## config.mk

```make
export PLATFORM = sky130hd
export DESIGN_NAME = axi_burst_writer
export DESIGN_NICKNAME = d
export VERILOG_FILES = /design/src/rtl/axi_writer_pkg.sv /design/src/rtl/sync_fifo.sv /design/src/rtl/axi_burst_writer.sv
export SDC_FILE = /design/constraint.sdc
export NUM_CORES = 1
export LEC_CHECK = 0
export CAP_MARGIN = 30
export CORE_MARGIN = 2
export CORE_UTILIZATION = 50
export DETAILED_ROUTE_END_ITERATION = 7
export PLACE_DENSITY = 0.79
export SLEW_MARGIN = 20
export SYNTH_ARGS = -nofsm -noshare
export SYNTH_HDL_FRONTEND = slang
export SYNTH_SLANG_ARGS = --single-unit
```

## constraint.sdc

```tcl
create_clock -name clk -period 7.2 [get_ports clk]
set_input_delay 0.72 -clock clk [delete_from_list [all_inputs] [get_ports clk]]
set_output_delay 0.72 -clock clk [all_outputs]
set_load 0.05 [all_outputs]
```

## src/rtl/axi_writer_pkg.sv

```systemverilog
// Shared types and helpers for the AXI burst writer.
package axi_writer_pkg;

  typedef enum logic [2:0] {
    StIdle,
    StFill,
    StAddr,
    StData,
    StResp,
    StFin
  } state_e;

  localparam logic [1:0] RESP_OKAY = 2'b00;

  // Beats in the next burst: whatever is left, capped at the burst length.
  function automatic logic [31:0] burst_beats(input logic [31:0] remaining,
                                              input logic [31:0] burst_len);
    return (remaining < burst_len) ? remaining : burst_len;
  endfunction

endpackage

```

## src/rtl/sync_fifo.sv

```systemverilog
// Synchronous first-word-fall-through FIFO with occupancy count and flush.
module sync_fifo #(
  parameter int unsigned DEPTH = 8,
  parameter int unsigned WIDTH = 32
) (
  input  logic                     clk,
  input  logic                     rst_n,
  input  logic                     flush,
  input  logic                     push,
  input  logic [WIDTH-1:0]         wdata,
  input  logic                     pop,
  output logic [WIDTH-1:0]         rdata,
  output logic                     full,
  output logic [$clog2(DEPTH):0]   count
);

  localparam int unsigned PtrW = $clog2(DEPTH);
  localparam logic [PtrW:0] FullCount = (PtrW + 1)'(DEPTH);

  logic [WIDTH-1:0] mem_q [DEPTH];
  logic [PtrW-1:0]  wr_ptr_q, rd_ptr_q;
  logic [PtrW:0]    count_q;
  logic             do_push, do_pop;

  assign full    = (count_q == FullCount);
  assign do_push = push & ~full;
  assign do_pop  = pop & (count_q != '0);
  assign rdata   = mem_q[rd_ptr_q];
  assign count   = count_q;

  // Storage array; contents are don't-care until written.
  always_ff @(posedge clk) begin
    if (do_push) mem_q[wr_ptr_q] <= wdata;
  end

  // Pointers and count; flush behaves like a local reset.
  always_ff @(posedge clk) begin
    if (!rst_n || flush) begin
      wr_ptr_q <= '0;
      rd_ptr_q <= '0;
      count_q  <= '0;
    end else begin
      if (do_push) wr_ptr_q <= wr_ptr_q + 1'b1;
      if (do_pop)  rd_ptr_q <= rd_ptr_q + 1'b1;
      unique case ({do_push, do_pop})
        2'b10:   count_q <= count_q + 1'b1;
        2'b01:   count_q <= count_q - 1'b1;
        default: count_q <= count_q;
      endcase
    end
  end

endmodule

```

## src/rtl/axi_burst_writer.sv

```systemverilog
// Streams buffered words out as AXI INCR write bursts from a programmed base.
// Optional macro AXI_WRITER_ERRCHK_EN: non-OKAY bresp sets sticky err and aborts.
module axi_burst_writer
  import axi_writer_pkg::*;
#(
  parameter int unsigned ADDR_WIDTH = 32,
  parameter int unsigned DATA_WIDTH = 32,
  parameter int unsigned BURST_LEN  = 4,
  parameter int unsigned FIFO_DEPTH = 8
) (
  input  logic                  clk,
  input  logic                  rst_n,
  input  logic                  start,
  input  logic [ADDR_WIDTH-1:0] base_addr,
  input  logic [31:0]           num_beats,
  input  logic [DATA_WIDTH-1:0] s_data,
  input  logic                  s_valid,
  output logic                  s_ready,
  output logic [ADDR_WIDTH-1:0] awaddr,
  output logic [7:0]            awlen,
  output logic                  awvalid,
  input  logic                  awready,
  output logic [DATA_WIDTH-1:0] wdata,
  output logic                  wlast,
  output logic                  wvalid,
  input  logic                  wready,
  input  logic [1:0]            bresp,
  input  logic                  bvalid,
  output logic                  bready,
  output logic                  busy,
  output logic                  done,
  output logic                  err
);

  localparam int unsigned CntW = $clog2(FIFO_DEPTH) + 1;

  state_e                state_q, state_d;
  logic [ADDR_WIDTH-1:0] addr_q;
  logic [31:0]           total_q, remaining_q, accepted_q, beat_q;
  logic                  err_q;
  logic [31:0]           cur_beats;
  logic                  last_beat, w_hs, b_hs, resp_err;
  logic                  fifo_push, fifo_pop, fifo_flush, fifo_full;
  logic [CntW-1:0]       fifo_count;
  logic [DATA_WIDTH-1:0] fifo_rdata;

`ifdef AXI_WRITER_ERRCHK_EN
  assign resp_err = (bresp != RESP_OKAY);
`else
  logic unused_bresp;
  assign unused_bresp = ^bresp;
  assign resp_err     = 1'b0;
`endif

  assign cur_beats  = burst_beats(remaining_q, 32'(BURST_LEN));
  assign last_beat  = (beat_q == cur_beats - 32'd1);
  assign w_hs       = (state_q == StData) & wready;
  assign b_hs       = (state_q == StResp) & bvalid;
  assign fifo_push  = s_valid & s_ready;
  assign fifo_pop   = w_hs;
  assign fifo_flush = b_hs & resp_err;

  sync_fifo #(
    .DEPTH (FIFO_DEPTH),
    .WIDTH (DATA_WIDTH)
  ) u_fifo (
    .clk   (clk),
    .rst_n (rst_n),
    .flush (fifo_flush),
    .push  (fifo_push),
    .wdata (s_data),
    .pop   (fifo_pop),
    .rdata (fifo_rdata),
    .full  (fifo_full),
    .count (fifo_count)
  );

  // State register.
  always_ff @(posedge clk) begin
    if (!rst_n) state_q <= StIdle;
    else        state_q <= state_d;
  end

  // Next-state logic; an errored response skips any remaining bursts.
  always_comb begin
    state_d = state_q;
    unique case (state_q)
      StIdle: if (start) state_d = (num_beats == 32'd0) ? StFin : StFill;
      StFill: if (32'(fifo_count) >= cur_beats) state_d = StAddr;
      StAddr: if (awready) state_d = StData;
      StData: if (wready && last_beat) state_d = StResp;
      StResp: if (bvalid) state_d = (resp_err || remaining_q == cur_beats) ? StFin : StFill;
      StFin:  state_d = StIdle;
      default: state_d = StIdle;
    endcase
  end

  // Moore outputs; wdata is masked so it reads zero outside DATA.
  always_comb begin
    awvalid = (state_q == StAddr);
    wvalid  = (state_q == StData);
    wlast   = (state_q == StData) & last_beat;
    bready  = (state_q == StResp);
    busy    = (state_q != StIdle);
    done    = (state_q == StFin);
    awaddr  = addr_q;
    awlen   = (cur_beats == 32'd0) ? 8'd0 : 8'(cur_beats - 32'd1);
    wdata   = wvalid ? fifo_rdata : '0;
    err     = err_q;
    s_ready = busy & ~fifo_full & (accepted_q < total_q) & ~err_q;
  end

  // Transfer bookkeeping: address, beat counters and sticky error.
  always_ff @(posedge clk) begin
    if (!rst_n) begin
      addr_q      <= '0;
      total_q     <= '0;
      remaining_q <= '0;
      accepted_q  <= '0;
      beat_q      <= '0;
      err_q       <= 1'b0;
    end else begin
      if (state_q == StIdle && start) begin
        addr_q      <= base_addr;
        total_q     <= num_beats;
        remaining_q <= num_beats;
        accepted_q  <= '0;
        beat_q      <= '0;
        err_q       <= 1'b0;
      end
      if (fifo_push) accepted_q <= accepted_q + 32'd1;
      if (w_hs) beat_q <= last_beat ? 32'd0 : beat_q + 32'd1;
      if (b_hs) begin
        addr_q      <= addr_q + ADDR_WIDTH'(cur_beats);
        remaining_q <= remaining_q - cur_beats;
        if (resp_err) err_q <= 1'b1;
      end
    end
  end

endmodule

```

* Word level (Yosys, flattened, before mapping) *
Memories as Yosys holds them, arrays and structs flattened. A register that Yosys moved wholly into a read port is not among the register bits.
Index checks and enable logic that the tools add are counted.
W data, S select, Z words.

cells by class
  add/subtract/negate cells = 9
  $lt $le $gt $ge = 3
  eq/ne operators = 15
  mux-type cells = 24
  bitwise operators = 9
  reduce and logical (&&, ||, !) cells = 12

operator list
  cell                     number
  $mux W32                 10
  $add A32 B1 Y32 const B  2
  $eq A32 B32 Y1           2
  $logic_not A32 Y1        2
  $add A32 B32 Y32         1
  $ge A4 B32 Y1            1
  $lt A32 B3 Y1 const B    1
  $lt A32 B32 Y1           1
  $sub A32 B1 Y32 const B  1
  $sub A32 B32 Y32         1
  $mux W3                  9
  $pmux W3 S5              1
  $and A1 B1 Y1            8
  $mux W8                  1
  $pmux W4 S2              1
  $reduce_bool A2 Y1       4
  $add A3 B1 Y3 const B    2
  $eq A3 B2 Y1 const B     2
  $eq A3 B3 Y1 const B     2
  $ne A2 B2 Y1 const B     3
  $reduce_and A5 Y1        1
  $add A4 B1 Y4 const B    1
  $eq A4 B4 Y1 const B     1
  $ne A2 B1 Y1 const B     2
  10 further kinds         12

storage, ports and cells
  register bits = 173
  memory bits (writable) = 256
  memories kept = 1

memories
  memory        depth  bits a word  read ports  clocked after memory_dff  write ports  RTL line         text
  u_fifo.mem_q  8      32           1           1                         1            sync_fifo.sv:20  logic [WIDTH-1:0] mem_q [DEPTH];

* Longest topological paths before layout *
Gate-level depths: netlist (run 1).

  word-level depth = 8
  depth in mapped cells = 18
  mapped depth without buffers = 16

* Cells and area by module *
A second synthesis (run 1) with hierarchy kept.

second synthesis, totals
  cells, all modules = 1906
  area total of the unflattened synthesis = 21464.3 um^2

by module, submodules not included
  module            instances  cells an instance  area an instance (um^2)
  axi_burst_writer  1          1461               10950.5
  sync_fifo         1          445                10513.8

* Least setup slack after synthesis (run 1) *
OpenSTA, ideal clock, no wires.

  path type = register -> register
  from = register state_q[1]
  to = memory u_fifo.mem_q[4][0], enable pin
  arrival time = 5.361 ns
  setup slack = 1.326 ns
  stages on the path, launching flop included = 10
  period minus slack after synthesis = 5.874 ns
  cells stage by stage = dfxtp_1 > clkbuf_1 > nor3_1 > inv_1 > nand2_1 > a2111oi_0 > o21a_1 > nand3_1 > clkbuf_1 > nor4b_1

on the way
  cells in the longest elaborated chain, start to end = 7

ends and longest elaborated chain
  item                           RTL line                 text
  from (decl)                    axi_burst_writer.sv:37   state_e state_q, state_d;
  from (signal assigned)         axi_burst_writer.sv:80   if (!rst_n) state_q <= StIdle;
  from (signal assigned)         axi_burst_writer.sv:81   else state_q <= state_d;
  $reduce_bool A3 Y1             axi_burst_writer.sv:104  busy = (state_q != StIdle);
  via busy                       axi_burst_writer.sv:30   output logic busy,
  $and A1 B1 Y1 (2 in series)    axi_burst_writer.sv:110  s_ready = busy & ~fifo_full & (accepted_q < total_q) & ~err_q;
  $and A1 B1 Y1                  axi_burst_writer.sv:59   assign fifo_push = s_valid & s_ready;
  $and A1 B1 Y1                  sync_fifo.sv:26          assign do_push = push & ~full;
  $mux W1                        sync_fifo.sv:33          if (do_push) mem_q[wr_ptr_q] <= wdata;
  $mux W1 (not written as such)  sync_fifo.sv:33
  to (decl)                      sync_fifo.sv:20

The timed path passes the listed nets, and every way through them passes these cells.

* Worst setup path after layout (run 1) *
  from = register remaining_q[20]
  to = output wlast

on the way
  cells in the longest elaborated chain, start to end = 5

ends and longest elaborated chain
  item                    RTL line                 text
  from (decl)             axi_burst_writer.sv:39   logic [31:0] total_q, remaining_q, accepted_q, beat_q;
  from (signal assigned)  axi_burst_writer.sv:126  remaining_q <= num_beats;
  from (signal assigned)  axi_burst_writer.sv:135  remaining_q <= remaining_q - cur_beats;
  $lt A32 B3 Y1           axi_writer_pkg.sv:18     return (remaining < burst_len) ? remaining : burst_len;
  $mux W32 (*)            axi_writer_pkg.sv:18
  $sub A32 B1 Y32 (*)     n/a
  $eq A32 B32 Y1 (*)      axi_burst_writer.sv:56   assign last_beat = (beat_q == cur_beats - 32'd1);
  $and A1 B1 Y1 (*)       axi_burst_writer.sv:102  wlast = (state_q == StData) & last_beat;
  to (decl)               axi_burst_writer.sv:24   output logic wlast,

Mark *: on every way between the ends. The rest lies on a longest branch, timed or not.

==> impl_metrics.ini, run 1 <==
[power_and_ir_drop]
switching_share_pct = 32.9
clockPowerShare_pct = 32.2
comb_power_share_pct = 26.1
power.internal_w = 0.00481
power_switching_w = 0.00236
p_seq_share_pct = 41.6
irDropWorstVdd_mv = 0.219
power.density_nw_per_um2 = 287
leakagePower_nw = 8.75

[critical_path]
start_kind = register
cp_data_required_time_ps = 6480
crit_fanout = 13
path_class = reg2out
timing.rr.start = remaining_q[20]$_SDFFE_PN0P_
arrival_ps = 5010
startpoint = remaining_q[20]$_SDFFE_PN0P_
crit_path_end_kind = output pin

[finish]
post_route_cells_drive_above_1_share_pct = 9.20
utilization_pct = 59.9
multi_input_area_um2 = 9360
layout_commonest_cell = edfxtp_1
seqCellArea_um2 = 11200
nFillCells = 3195
final_area_um2 = 25000
mostFrequentLayoutCells = edfxtp_1, nand2_1, clkdlybuf4s50_1, dfxtp_1, nor2_1
layout.cells.non_filler = 2670
nets = 2278
syn2layout_area_growth_pct = 18.5

[cts]
clock_sinks = 432
cts.repair.resized = 0
cts_buffers = 45
clkLatencyLatePin_ps = 590
postCtsSetupRepairBufs = 0
ctsRootBufferMaster = clkbuf_16
clock_path_buffers = 3
cts_hold_buf = 0
htreeDepth = 2
cts_tree = built
clk_pin_slew_worst_paths_ps = 60

[logic_synthesis]
synth_compound_area_share_pct = 11.6
synth.avg_cell_area_um2 = 11.0
synthSimpleGateAreaFrac_pct = 15.7
netlist_instances = 1919
synthMuxAreaShare_pct = 9.60
dominantRegCellSynth = edfxtp_1
ys_ff_latch = 432
synth_edf_count = 256
synth_area_um2 = 21100
synth-xor-area-share_pct = 1.91
synth_cell_type_count = 82
synth_top_family_by_area = simple AND/OR/NAND/NOR gates
yosysSeqAreaShare_pct = 53.1
synth_warnings = 0
synthAdderAreaFrac_pct = 4.64
ys_async_sr_fraction_pct = 0

[die]
die-area_um2 = 43800
core_um2 = 41800
row_count = 75
initial_core_util_pct = 50.5
die_x_um = 209
io_pins = 185
die_h_um = 209

[drt]
drt_iter0_markers = 1476
via_count = 16203
drt_wl_total_mm = 54.1
routedWlPerCell_um = 20.2
drc_errors = 0
routed_via_density = 6.07
ant_nets = 0
firstDrtPassIters = 5

[placement]
placed_cells = 2586
placedInstanceArea_um2 = 23500
port_buffers = 179
place_congestion = 0.920
place_ws_ps = 2100
dp_hpwl_mm = 34.7

[timing]
hold_viol = 0
clock.fmax_mhz = 175
setup_violations = 0
fin_crit_ps = 5730
timing.final.ws_setup_ps = 1470
tightest_slew_ps = 934
fin_worst_skew_ps = 42.2
setup_tns_ps = 0
maxSlewHeadroom_pct = 37.7
min_period_over_period_pct = 79.6
drv_slew = 0
rsz0062_at_grt = no

[grt]
top_usage_layer = met2
grt_util_met2_pct = 41.7
grt_pass1_vias = 16015
grt_max_degree = 96
grt.met3_usage_pct = 5.15
gr-usage-met1_pct = 31.0
grt_first_pass_wirelength_mm = 85.4
grt.total_usage_pct = 24.5
antenna_found_initial = 1
grt_overflow = 0

[hold_path]
min_from = total_q[24]$_SDFFE_PN0P_
hp-class = reg2reg

[job]
maxCapViolations = 0

[status]
status = finished, final reports clean
-- Yosys cell counts (7+ instances only) --
cell         n  share of area [%]
mux4_2      64                6.8
clkbuf_1    84                1.5
buf_1       13               0.23
nor2b_1     11               0.33
a311oi_1    13               0.54
nand4_1     29               0.86
nor3_1      36               0.85
xnor2_1     30                1.2
inv_1       65                1.2
and4_1      10               0.42
o21ai_0     75                1.8
a21o_1      26               0.93
edfxtp_1   256                 36
ha_1        75                4.4
nand2_1    246                4.4
a211oi_1    15               0.53
nand3_1     71                1.7
and2_1       9               0.27
and3_1      37                1.1
a22oi_1      7               0.25
a21oi_1    101                2.4
nor3b_1     11               0.39
o211ai_1    14               0.50
a2111oi_0    8               0.33
o21a_1      13               0.46
xor2_1      16               0.66
dfxtp_1    176                 17
mux2i_1     55                2.6
nand2b_1    15               0.44
nor4_1      27               0.80
a31oi_1     43                1.3
or3_1       21               0.62
nor2_1     137                2.4
-- path summary, 6_finish.rpt --
| path | end | slack [ps] | cells past startpoint |
|---|---|---|---|
| worst max-delay path | wlast | 1470 | 14 |
| worst min register to register | total_q[24]$_SDFFE_PN0P_ | 460 | 2 |
| worst max register to register | awaddr[28]$_SDFFE_PN0P_ | 2540 | 17 |
| worst min-delay path | total_q[24]$_SDFFE_PN0P_ | 460 | 2 |
-- per-stage QoR --
stage               total power, W  hold slack, ps
floorplan                  0.00428             436
global placement           0.00479             444
detailed placement         0.00485             451
CTS                        0.00717             461
global route               0.00747             473
finish                     0.00717             460
-- cell families after synthesis --
kind of cell               after synthesis
xor gates and xnor gates                46
other                                    2
muxes                                  122
AOI/OAI and AO/OA                      379
adders and majority gates               77
DFF                                    432
buffers and inverters                  175
and+or+nand+nor                        686
-- area by class of cell --
cell class	instances	share of cell area (%)
multi-input combinational	1343	37.4
antenna	1	0.0100
sequential	432	44.9
inverter	66	1.00
clock buffer	57	4.84
clock inverter	24	1.02
tap	539	2.70
timing repair buffer	208	8.12
-- power groups by stage --
| stage | clock network, W | logic, W | registers, W |
|---|---|---|---|
| global route | 0.00244 | 0.00203 | 0.00300 |
| CTS | 0.00235 | 0.00184 | 0.00298 |
| finish | 0.00231 | 0.00187 | 0.00298 |
| detailed placement | 0 | 0.00182 | 0.00303 |
| global placement | 0 | 0.00178 | 0.00301 |
| floorplan | 0 | 0.00120 | 0.00308 |
-- registers in the layout, indices dropped and copies added (netlist names), named ones only --
| register | count |
|---|---|
| u_fifo.mem_q | 256 |
| accepted_q | 32 |
| remaining_q | 32 |
| u_fifo.count | 4 |
| u_fifo.rd_ptr_q | 3 |
| awaddr | 32 |
| total_q | 32 |
| beat_q | 32 |
| u_fifo.wr_ptr_q | 3 |
| state_q | 3 |
-- critical path: stages, from the launching register on --
cell,delay (ps)
dfxtp_1,350
or3_4,440
and3b_1,410
and3_4,360
nand2_1,200
ha_1,320
nor3b_1,160
buf_4,200
nor4bb_1,290
a31o_2,170
a22oi_1,60
nor3_1,130
o211ai_1,100
nor3_1,340
clkdlybuf4s50_1,880
-- layer usage --
layer	wire (um)	part of all wire [%]
met1	22100	41
met2	26300	49
met3	4050	7.5
met4	1630	3.0
met5	13	0.024
(Power assumes the default switching activity.)
==> inputs of run 2 (changes only) <==
Clock period 7.2 ns to 5.7 ns, I/O delays scaled along.
==> impl_metrics.ini, run 2 (synthesis results as in run 1) <==
[status]
status = finished, final reports clean

[job]
maxCapViolations = 0

[die]
die_h_um = 209
io_pins = 185
row_count = 75
die_x_um = 209
initial_core_util_pct = 50.5
core_um2 = 41800
die-area_um2 = 43800

[finish]
largest_reg_flops = 256
antennaDiodeCount = 0
nets = 2276
post_route_cells_drive_above_1_share_pct = 9.11
layout.cells.non_filler = 2668
largest-register = u_fifo.mem_q
layout_commonest_cell = edfxtp_1
nFillCells = 3267
mostFrequentLayoutCells = edfxtp_1, nand2_1, clkdlybuf4s50_1, dfxtp_1, nor2_1
syn2layout_area_growth_pct = 18.3

[timing]
clock.fmax_mhz = 198
hold_slack_ps = 460
hold_viol = 0
drv_slew = 0
fin_crit_ps = 5050
setup_violations = 0
min_period_over_period_pct = 88.6
tightest_slew_ps = 836
maxSlewHeadroom_pct = 42.8
rsz0062_at_grt = no
fin_worst_skew_ps = 51.3

[cts]
cts_buffers = 44
htreeDepth = 2
clk_pin_slew_worst_paths_ps = 60
cts_tree = built
cts_hold_buf = 0
clock_path_buffers = 3
ctsRootBufferMaster = clkbuf_16
clkLatencyLatePin_ps = 620
cts.repair.resized = 0
postCtsSetupRepairBufs = 0
clock_sinks = 432

[placement]
place_congestion = 0.930
placed_cells = 2586
dp_hpwl_mm = 34.7
port_buffers = 179

[drt]
drc_errors = 0
routedWlPerCell_um = 20.4
routed_via_density = 6.04
firstDrtPassIters = 5
drt_iter0_markers = 1324
ant_nets = 0
drt_wl_total_mm = 54.5
via_count = 16127

[power_and_ir_drop]
p_seq_share_pct = 41.8
irDropWorstVdd_mv = 0.269
switching_share_pct = 33.0
power.internal_w = 0.00604
comb_power_share_pct = 26.2
power.density_nw_per_um2 = 361
leakagePower_nw = 8.71
clockPowerShare_pct = 31.9
power_switching_w = 0.00298

[grt]
grt.total_usage_pct = 24.8
grt_max_degree = 59
grt_first_pass_wirelength_mm = 86.3
grt_pass1_vias = 15832
grt_overflow = 0
antenna_found_initial = 2

[critical_path]
start_kind = register
cp_data_required_time_ps = 5130
crit_path_end_kind = output pin
slowest_delay_ps = 430
crit_fanout = 13
path_cells = or3_4 > and3b_1 > and3_4 > nand2_1 > ha_1 > nor3b_1 > buf_4 > nor4bb_1 > a31o_2 > a22oi_1 > nor3_1 > o211ai_1 > nor3_1 > buf_4
cp_top_family = simple AND/OR/NAND/NOR gates
arrival_ps = 4480
path_class = reg2out
crit_slowest_cell = or3_4
crit_buf_inv = 2

[hold_path]
hp-class = reg2reg
run 2: cell count changes in the layout (fill, tap and decap cells not counted), sizes merged:
cell           change
clkinvlp           +2
dlymetal6s2s       -1
clkbuf             +4
bufinv             -1
diode              -1
clkdlybuf4s50      -1
clkinv             -3
inv                -2
buf                +1
run 2: power groups by stage:
stage	clock network, W	logic [W]	registers, W
floorplan	0	0.00151	0.00389
global placement	0	0.00226	0.00381
detailed placement	0	0.00231	0.00383
CTS	0.00292	0.00233	0.00377
global route	0.00304	0.00257	0.00380
finish	0.00288	0.00237	0.00377
run 2: final cells by class:
cell class	instances	area, um^2	area share (%)
Clock inverter	20	220	0.882
Clock buffer	61	1230	4.91
Timing Repair Buffer	207	2010	8.06
Tap cell	539	674	2.70
Multi-Input combinational cell	1343	9360	37.5
Sequential cell	432	11200	44.9
Inverter	66	250	1.00
run 2: through the flow:
step | total power, W | worst slack (ps) | setup TNS, ps | utilization, % | instance area (um^2)
after CTS | 0.00902 | 715 | 0 | 59.7 | 24900
after detailed placement | 0.00614 | 1190 | 0 | 56.3 | 23500
after global routing | 0.00941 | 294 | 0 | 59.8 | 25000
after floorplan | 0.00541 | -174 | -11130 | - | 21200
after global placement | 0.00606 | 1270 | 0 | 56.3 | 23500
final | 0.00901 | 648 | 0 | 59.8 | 25000
run 2: path summary, 6_finish.rpt:
| path | start | endpoint | slack [ps] | depth (start not counted) |
|---|---|---|---|---|
| min | total_q[29]$_SDFFE_PN0P_ | total_q[29]$_SDFFE_PN0P_ | 460 | 2 |
| max reg2reg | remaining_q[20]$_SDFFE_PN0P_ | beat_q[20]$_SDFFE_PN0P_ | 1110 | 14 |
| max | remaining_q[20]$_SDFFE_PN0P_ | wlast | 650 | 14 |
| min reg2reg | total_q[29]$_SDFFE_PN0P_ | total_q[29]$_SDFFE_PN0P_ | 460 | 2 |
run 2: metal layers:
layer / share of wire [%] / GRT usage, % / up-vias / routed length [um]
met5: 0.029 / 0 / - / 16
met4: 3.4 / 10.1 / 2 / 1840
met3: 7.3 / 4.31 / 128 / 3970
met2: 49 / 41.6 / 622 / 26500
met1: 41 / 32.0 / 7845 / 22200
li1: - / - / 7530 / -
run 2: worst register-to-register path, delay by kind of cell (launching register included):
| family | cells | cell delay [ps] |
|---|---|---|
| AO/OA/AOI/OAI | 3 | 410 |
| adder cells (fa/ha/maj) | 1 | 320 |
| buffers and inverters | 1 | 200 |
| flip-flops | 1 | 350 |
| AND/OR/NAND/NOR | 9 | 3200 |
==> inputs of run 3 (changes only) <==
Settings changed: CORE_UTILIZATION 50 to 35, CTS_CLUSTER_DIAMETER from default to 150, PLACE_DENSITY 0.79 to 0.61, SYNTH_HIERARCHICAL from default to 1.
==> impl_metrics.ini, run 3 <==
[drt]
drc_errors = 0
firstDrtPassIters = 5
via_count = 15821
routedWlPerCell_um = 19.3
drt_iter0_markers = 1149
drt_wl_total_mm = 56.2
routed_via_density = 5.43
ant_nets = 0

[timing]
tightest_slew_ps = 955
hold_slack_ps = 455
setup_tns_ps = 0
rsz0062_at_grt = no
maxSlewHeadroom_pct = 36.2
hold_viol = 0
min_period_over_period_pct = 94.6
fin_crit_ps = 5390
fin_worst_skew_ps = 32.5
timing.final.ws_setup_ps = 309
drv_slew = 0
setup_violations = 0
clock.fmax_mhz = 186

[cts]
cts.repair.resized = 1
htreeDepth = 2
cts_hold_buf = 0
clkLatencyLatePin_ps = 610
clock_path_buffers = 3
clk_pin_slew_worst_paths_ps = 60
ctsRootBufferMaster = clkbuf_16
cts_buffers = 49
clock_sinks = 432
postCtsSetupRepairBufs = 0
cts_tree = built

[hold_path]
min_from = total_q[21]$_SDFFE_PN0P_
hp-class = reg2reg
hold_depth = 2
hold_end = total_q[21]$_SDFFE_PN0P_

[power_and_ir_drop]
clockPowerShare_pct = 31.7
switching_share_pct = 34.0
comb_power_share_pct = 29.0
power_switching_w = 0.00331
power.density_nw_per_um2 = 377
irDropWorstVdd_mv = 0.259
power.internal_w = 0.00641
leakagePower_nw = 9.06
p_seq_share_pct = 39.3

[logic_synthesis]
ys_async_sr_fraction_pct = 0
synth_edf_count = 256
synth_area_um2 = 21500
synth.top_cells.by_count = edfxtp_1, nand2_1, dfxtp_1
netlist_instances = 1906
yosysSeqAreaShare_pct = 52.2
synth_cell_type_count = 83
synth.avg_cell_area_um2 = 11.3
ys_ff_latch = 432
dominantRegCellSynth = edfxtp_1
synth_warnings = 6
synth_area_leaders = edfxtp_1, dfxtp_1, mux4_1
synth_top_area_share_pct = 35.8
synth_top_cell_by_area = edfxtp_1
yosysMostFrequentCell = edfxtp_1

[critical_path]
cp_top_family = simple AND/OR/NAND/NOR gates
slowest_delay_ps = 580
reg2reg_depth = 19
crit_fanout = 20
crit_buf_inv = 5
path_cells = or4_4 > nor4_4 > buf_4 > and4_4 > buf_4 > nand2_1 > ha_1 > buf_4 > inv_2 > a211o_1 > nor4_2 > or3_1 > o31ai_1 > o2111ai_1 > or4_4 > nor3_4 > buf_12
timing.rr.start = remaining_q[5]$_SDFFE_PN0P_
cpMostUsedCell = buf_4
path_class = reg2out
crit_path_end_kind = output pin
regToRegEndpoint = awaddr[28]$_SDFFE_PN0P_
cp_data_required_time_ps = 5130
crit_slowest_cell = or4_4
reg2reg_setup_slack_ps = 990
start_kind = register
arrival_ps = 4820

[grt]
top_usage_layer = met2
gr-usage-met1_pct = 23.5
grt_first_pass_wirelength_mm = 87.0
grt_max_degree = 64
grt_pass1_vias = 15413
grt_util_met2_pct = 28.8
grt.total_usage_pct = 17.4
grt_overflow = 0
grt.met3_usage_pct = 3.27
antenna_found_initial = 1

[placement]
place_congestion = 0.865
dp_hpwl_mm = 36.6
place_ws_ps = 634
port_buffers = 179

[finish]
nFillCells = 5564
mostFrequentLayoutCells = edfxtp_1, nand2_1, clkdlybuf4s50_1, dfxtp_1, a21oi_1
seqCellArea_um2 = 11200
largest_reg_flops = 256
nets = 2277
largest-register = u_fifo/mem_q
syn2layout_area_growth_pct = 20.2
antennaDiodeCount = 0
post_route_cells_drive_above_1_share_pct = 9.39
layout_commonest_cell = edfxtp_1
multi_input_area_um2 = 9780

[job]
maxCapViolations = 0

[die]
initial_core_util_pct = 35.5
die-area_um2 = 63300
io_pins = 185
core_um2 = 60500
die_h_um = 252
row_count = 90
die_x_um = 252

[status]
status = finished, final reports clean
-- run 3: logic make-up (layout without fill, tap and decap cells) --
logic type,after synthesis,count (layout),synth area share [%]
other,2,35,0.0350
muxes,126,126,10.9
buffers and inverters,159,350,3.25
DFF,432,432,52.2
AOI/OAI and AO/OA,379,379,11.4
adders and majority gates,76,76,4.47
and+or+nand+nor,687,687,15.9
xor gates and xnor gates,45,45,1.84
-- run 3: worst reg2reg max path, cell delays in order, from the launching register on --
cell and delay [ps]:
dfxtp_1 360, or4_4 580, nor4_4 140, buf_4 190, and4_4 290, buf_4 210, nand2_1 90, inv_1 140
ha_1 210, inv_1 60, fa_1 370, nand2b_1 190, a21oi_1 250, o221a_2 300, o31ai_1 120, a21oi_1 240
o2111ai_1 240, a31oi_1 280, o2bb2ai_1 110, a211oi_1 240
-- run 3: metal layers --
| layer | routed length, um | up-vias | share of wire (%) |
|---|---|---|---|
| met5 | 16 | - | 0.028 |
| met2 | 26400 | 447 | 47 |
| met4 | 1050 | 2 | 1.9 |
| met1 | 25200 | 7729 | 45 |
| li1 | - | 7572 | - |
| met3 | 3610 | 71 | 6.4 |
-- run 3: how the worst max path moves through the flow --
stage,from,depth (start not counted),slack (ps),end
finish,remaining_q[5]$_SDFFE_PN0P_,17,310,wlast
global route,remaining_q[5]$_SDFFE_PN0P_,17,50,wlast
CTS,remaining_q[5]$_SDFFE_PN0P_,17,100,wlast
detailed placement,remaining_q[5]$_SDFFE_PN0P_,17,630,wlast
global placement,remaining_q[5]$_SDFFE_PN0P_,17,720,wlast
floorplan,remaining_q[5]$_SDFFE_PN0P_,15,490,wlast
-- run 3: through the flow --
step	power (W)	instance area [um^2]	cells	utilization, %
detailed placement	0.00666	24200	2827	40.0
CTS	0.00978	25800	2912	42.6
global placement	0.00661	24200	2827	40.0
floorplan	0.00580	21600	1939	-
finish	0.00972	25800	2912	42.7
global route	0.0102	25800	2912	42.7
-- run 3: final cells by class --
class	instances	share of cell area [%]
clock inverters	22	0.892
repair buffers	209	7.90
multi-input cells	1348	37.9
clock buffers	63	5.23
inverters	56	0.815
flip-flops and latches	432	43.5
well taps	782	3.79
-- run 3: power by group through the flow --
stage / sequential (W) / combinational (W) / clock, W
finish: 0.00382 / 0.00282 / 0.00308
global route: 0.00385 / 0.00308 / 0.00329
CTS: 0.00381 / 0.00280 / 0.00316
detailed placement: 0.00388 / 0.00279 / 0
global placement: 0.00386 / 0.00275 / 0
floorplan: 0.00403 / 0.00176 / 0
